**config.mk**
```make
export PLATFORM = sky130hd
export DESIGN_NAME = ila_readout
export DESIGN_NICKNAME = d
export VERILOG_FILES = /design/src/rtl/ila_readout.sv
export SDC_FILE = /design/constraint.sdc
export NUM_CORES = 1
export LEC_CHECK = 0
export ABC_AREA = 1
export CAP_MARGIN = 20
export CORE_ASPECT_RATIO = 1.75
export CORE_MARGIN = 2
export CORE_UTILIZATION = 46
export DETAILED_ROUTE_END_ITERATION = 8
export PLACE_DENSITY = 0.81
export SETUP_SLACK_MARGIN = 0.15
export SYNTH_ARGS = -nofsm -noshare
export SYNTH_HDL_FRONTEND = slang
export SYNTH_SLANG_ARGS = --single-unit
```
**constraint.sdc**
```tcl
create_clock -name clk -period 1.5 [get_ports clk]
set_input_delay 0.3 -clock clk [delete_from_list [all_inputs] [get_ports clk]]
set_output_delay 0.3 -clock clk [all_outputs]
set_load 0.03 [all_outputs]
```
**src/rtl/ila_readout.sv**
```systemverilog
// ---------------------------------------------------------------------------
// ila_readout
//
// Purpose:
//   Dumps the contents of an integrated logic analyzer's capture memory to a
//   downstream valid/ready consumer once a capture window is complete. The
//   dump starts at the oldest captured sample and walks the circular capture
//   memory, wrapping at the top of the address space. One sample is fetched,
//   waited on, and presented per transfer. When all samples have been handed
//   off, a one-cycle done/rearm pulse tells the analyzer it may capture again.
//   An abort or a reset discards the dump silently.
//
// Parameters:
//   DATA_WIDTH      sample width (matches the analyzer capture width)
//   ADDR_WIDTH      capture memory address width, DEPTH = 2**ADDR_WIDTH
//
// Ports:
//   clk             single clock, rising edge
//   reset           asynchronous, active-low reset
//   i_capture_done  capture memory holds a complete window (looked at in IDLE)
//   i_start_addr    address of the oldest captured sample
//   i_sample_count  number of samples to dump (clamped to DEPTH)
//   i_abort         cancel an in-progress dump
//   o_rd_en         capture memory read strobe
//   o_rd_addr       capture memory read address
//   i_rd_data       capture memory data, valid one cycle after o_rd_en
//   o_data          sample presented downstream
//   o_valid         o_data is valid
//   i_ready         downstream accepts o_data
//   o_busy          a dump is in progress
//   o_done          one-cycle pulse at normal dump completion
//   o_rearm         one-cycle pulse alongside o_done, re-primes the analyzer
// ---------------------------------------------------------------------------
module ila_readout #(
  parameter int DATA_WIDTH = 8,
  parameter int ADDR_WIDTH = 4
) (
  input  logic                  clk,
  input  logic                  reset,
  input  logic                  i_capture_done,
  input  logic [ADDR_WIDTH-1:0] i_start_addr,
  input  logic [ADDR_WIDTH:0]   i_sample_count,
  input  logic                  i_abort,
  output logic                  o_rd_en,
  output logic [ADDR_WIDTH-1:0] o_rd_addr,
  input  logic [DATA_WIDTH-1:0] i_rd_data,
  output logic [DATA_WIDTH-1:0] o_data,
  output logic                  o_valid,
  input  logic                  i_ready,
  output logic                  o_busy,
  output logic                  o_done,
  output logic                  o_rearm
);

  // Sample counts carry one extra bit so that a full memory (DEPTH samples)
  // is representable.
  localparam logic [ADDR_WIDTH:0] DepthCnt = {1'b1, {ADDR_WIDTH{1'b0}}};
  localparam logic [ADDR_WIDTH:0] OneCnt   = {{ADDR_WIDTH{1'b0}}, 1'b1};
  localparam logic [ADDR_WIDTH:0] ZeroCnt  = '0;

  typedef enum logic [2:0] {
    S_IDLE,
    S_READ,
    S_WAIT,
    S_PRESENT,
    S_DONE
  } state_e;

  state_e                  state_q, state_d;
  logic [ADDR_WIDTH-1:0]   ptr_q, ptr_d;
  logic [ADDR_WIDTH:0]     rem_q, rem_d;
  logic [DATA_WIDTH-1:0]   data_q, data_d;
  logic [ADDR_WIDTH:0]     clampedCount;
  logic                    transfer;

  // A request for more samples than the memory holds would otherwise re-read
  // the oldest samples a second time, so the count saturates at DEPTH.
  assign clampedCount = (i_sample_count > DepthCnt) ? DepthCnt : i_sample_count;

  // A handshake only counts while a sample is actually being presented.
  assign transfer = (state_q == S_PRESENT) && i_ready;

  // State register plus the datapath registers that travel with it. Reset
  // drops everything, so a dump interrupted by reset leaves no trace.
  always_ff @(posedge clk or negedge reset) begin
    if (!reset) begin
      state_q <= S_IDLE;
      ptr_q   <= '0;
      rem_q   <= '0;
      data_q  <= '0;
    end else begin
      state_q <= state_d;
      ptr_q   <= ptr_d;
      rem_q   <= rem_d;
      data_q  <= data_d;
    end
  end

  // Next-state and datapath update. Abort is checked ahead of everything
  // else so it wins over a transfer landing on the same edge; the pointer
  // and remaining count are left alone because the next dump reloads them.
  always_comb begin
    state_d = state_q;
    ptr_d   = ptr_q;
    rem_d   = rem_q;
    data_d  = data_q;

    if ((state_q != S_IDLE) && i_abort) begin
      state_d = S_IDLE;
    end else begin
      case (state_q)
        S_IDLE: begin
          if (i_capture_done) begin
            ptr_d   = i_start_addr;
            rem_d   = clampedCount;
            state_d = (clampedCount != ZeroCnt) ? S_READ : S_DONE;
          end
        end

        S_READ: begin
          state_d = S_WAIT;
        end

        // The memory answers one cycle after the strobe, so the sample is
        // captured on the edge that leaves WAIT and then held for PRESENT.
        S_WAIT: begin
          data_d  = i_rd_data;
          state_d = S_PRESENT;
        end

        // The pointer increment relies on natural ADDR_WIDTH overflow to
        // wrap from DEPTH-1 back to 0.
        S_PRESENT: begin
          if (transfer) begin
            ptr_d   = ptr_q + 1'b1;
            rem_d   = rem_q - OneCnt;
            state_d = (rem_q == OneCnt) ? S_DONE : S_READ;
          end
        end

        S_DONE: begin
          state_d = S_IDLE;
        end

        default: begin
          state_d = S_IDLE;
        end
      endcase
    end
  end

  // Outputs decode from the registered state, so reset clears them at once.
  // The completion pulses are masked by abort so a dump cancelled in its
  // final cycle never reports completion.
  always_comb begin
    o_rd_en   = 1'b0;
    o_rd_addr = '0;
    o_valid   = 1'b0;
    o_busy    = 1'b1;
    o_done    = 1'b0;
    o_rearm   = 1'b0;

    case (state_q)
      S_IDLE: begin
        o_busy = 1'b0;
      end
      S_READ: begin
        o_rd_en   = 1'b1;
        o_rd_addr = ptr_q;
      end
      S_WAIT: begin
        o_rd_en = 1'b0;
      end
      S_PRESENT: begin
        o_valid = 1'b1;
      end
      S_DONE: begin
        o_done  = ~i_abort;
        o_rearm = ~i_abort;
      end
      default: begin
        o_busy = 1'b0;
      end
    endcase
  end

  assign o_data = data_q;

endmodule

```
==> impl_results.md <==
- Status: finished, violations left
- Failing checks: negative setup slack
- H-Tree Depth: 1
- Starting Density: 0.477
- Worst Clk Skew: 0.00127 ns
- Worst min path class: primary input to asynchronous set/reset pin
- RSZ-0062 raised after global routing: yes
- Hold_buf cts: 0
- CP Data Arrival Time: 1.21 ns
- Syn nets: 204
- # IOs: 39
- Largest net degree at the start of global routing: 21
- Die Y: 73.9 um
- Setup-failing EPs final: 3
- Worst slew pin tran: 0.309 ns
- Ant. Diodes: 0
- Critical Path Fanout Max: 4
- Pwr Total: 3.73 mW
- Setup TNS Final: -0.0251 ns
- Root buf cell: clkbuf_8
- Cell count after synthesis: 179
- GP Congestion: 0.784
- Final setup margin: -0.00876 ns
- Clk slew on worst S/H paths: 0.07 ns
- Final worst-path cycle share: 1.01
- Worst-Skew Late Latency: 0.26 ns
- Clock Sinks: 20
- PortBufs: 38
- Final Hold Viols: 0
- Via count: 1279
- Max-Cap Viols: 0
- Hpwl dp: 2240 um
- Final Max Slew Viols: 0
- Rows: 25
- Drt via density: 4.94
- Max Buffers Root-to-Sink: 2
- WL final: 3100 um
- Crit path launch type: flop
- Synth Cell Area: 1280 um^2
- Number of global-route vias before repair: 1235
- Cell variety after synth: 24
- Die area: 3250 um^2
- Initial antenna violation count: 0
- Worst reg2reg path depth: 10
- Critical Path RT: 1.20 ns
- Post-layout min period: 1.51 ns
- Reg2reg start: state_q[0]$_DFFE_PN0P_
- Ys Warns: 0
- Rel. slew slack: 0.795
- CP Capture Type: primary output
- Total core area: 2690 um^2
- Per-cell routed wire length: 12.0 um
- Synthesis-to-layout area growth: 50.0%
- Residual DRC: 0
- Flops & latches, synth: 20
- R2r endpoint: rem_q[0]$_DFFE_PN0P_
- Sequential element share of the synthesized area: 0.390
- Worst hold slack: 0.379 ns
- Pre-antenna DRT Iters: 4
- Fin nets: 258
- Post-route ant nets: 0
- DP Area: 1690 um^2
- GR Util All Layers: 0.208
- CTS tree: yes
- Avg Cell Area, Syn: 7.17 um^2
- Initial DRC count: 26
- Pwr/cell area: 1940 nW/um^2
- Fill count: 204
- CTS buffer count: 3
- Crit Path Category: flop to primary output
- FMAX: 663 MHz
- Flop2flop setup slack: 0.06 ns
- Peak supply drop: 1.12 mV
- Grt ovf: 0
- Pleak: 1.04 nW
- First-pass GRT wire length: 5000 um
- Die Span X: 43.9 um
- Fin area: 1930 um^2
- Share of cells above drive strength 1: 0.259
[through the flow]
stage,cells,util,worst slack (ns)
after floorplan,179,-,0.0792
after global placement,245,0.630,0.0264
after detailed placement,245,0.630,0.0137
after CTS,258,0.698,-0.0103
after global routing,259,0.716,-0.0738
final,259,0.716,-0.00876
[per-layer routing]
layer	vias up	GRT usage	part of all wire
met5	-	0	0
met4	0	0.138	0.039
met3	13	0.0221	0.034
met2	34	0.379	0.57
met1	580	0.214	0.36
li1	652	-	-
[placed cells by master, fill, tap and decap left out, types with 7 or more instances in the layout]
master,instances
buf_6,10
nor2_1,9
dfrtp_1,18
buf_4,12
nor2_4,8
nand2_1,64
o21ai_2,8
dlygate4sd2_1,7
nand3_1,15
clkdlybuf4s50_1,21
inv_1,25
[synthesized netlist by cell type]
library cell,n,area [um^2]
inv_1,27,101
nand2_4,3,33.8
buf_8,1,15.0
o21ai_2,8,70.1
buf_6,1,11.3
buf_4,1,7.51
nand4_1,1,6.26
o21a_1,1,7.51
nand2_1,65,244
dfrtp_1,20,500
or2_1,1,6.26
nand3_1,16,80.1
ha_1,3,37.5
nor2_2,1,6.26
buf_2,1,5.00
nand2_2,3,18.8
o21ai_0,4,20.0
nand3_2,1,10.0
inv_2,2,7.51
nor2_1,14,52.6
nor2_4,2,22.5
nand3b_1,1,7.51
a31oi_1,1,6.26
or2_2,1,6.26
[report_power, final]
group | switching, mW | internal [mW] | leakage [nW]
Combinational | 1.41 | 0.925 | 0.759
Sequential | 0.201 | 0.783 | 0.250
Clock | 0.175 | 0.234 | 0.0288
Total | 1.79 | 1.94 | 1.04
[worst max-delay path: stages (launching register included)]
cell     delay (ns)
dfrtp_2        0.44
nor2_4         0.17
nand2_2        0.09
nor2_4         0.11
buf_6          0.14
[logic make-up after synthesis]
| group | Yosys count | share of synthesized area |
|---|---|---|
| buffers and inverters | 33 | 0.115 |
| AND/OR/NAND/NOR | 109 | 0.385 |
| flip-flops | 20 | 0.390 |
| AO/OA/AOI/OAI | 14 | 0.0809 |
| adder cells (fa/ha/maj) | 3 | 0.0292 |
[layout make-up]
type,instances,area (um^2),share of cell area
inverters,29,109,0.0565
multi-input cells,127,721,0.374
well taps,27,33.8,0.0175
repair buffers,52,504,0.262
clock buffers,4,55.1,0.0286
flip-flops and latches,20,503,0.261
[flip-flops by register name, summed over array words and instances, names as in the netlist]
name and flops:
ptr_q 4, o_data 8, state_q 3, rem_q 5
[worst max path at each step]
stage,startpoint,end,slack (ns),cells after the start
final,state_q[1]$_DFFE_PN0P_,o_rearm,-0.009,4
after floorplan,state_q[2]$_DFFE_PN0P_,o_rd_addr[0],0.08,3
after global routing,state_q[2]$_DFFE_PN0P_,ptr_q[1]$_DFFE_PN0P_,-0.07,9
after global placement,i_abort,o_data[6]$_DFFE_PN0P_,0.03,5
after detailed placement,i_abort,o_data[6]$_DFFE_PN0P_,0.01,5
after CTS,state_q[0]$_DFFE_PN0P_,o_rearm,-0.01,4
[timing repair]
item,CTS,global route
gates cloned,1,0
setup endpoints to repair,27,29
buffers inserted,8,1
pin swaps,7,2
resized for setup,28,10
endpoints found under the hold margin,0,0
Note: power is estimated with default switching activity, not from simulation.
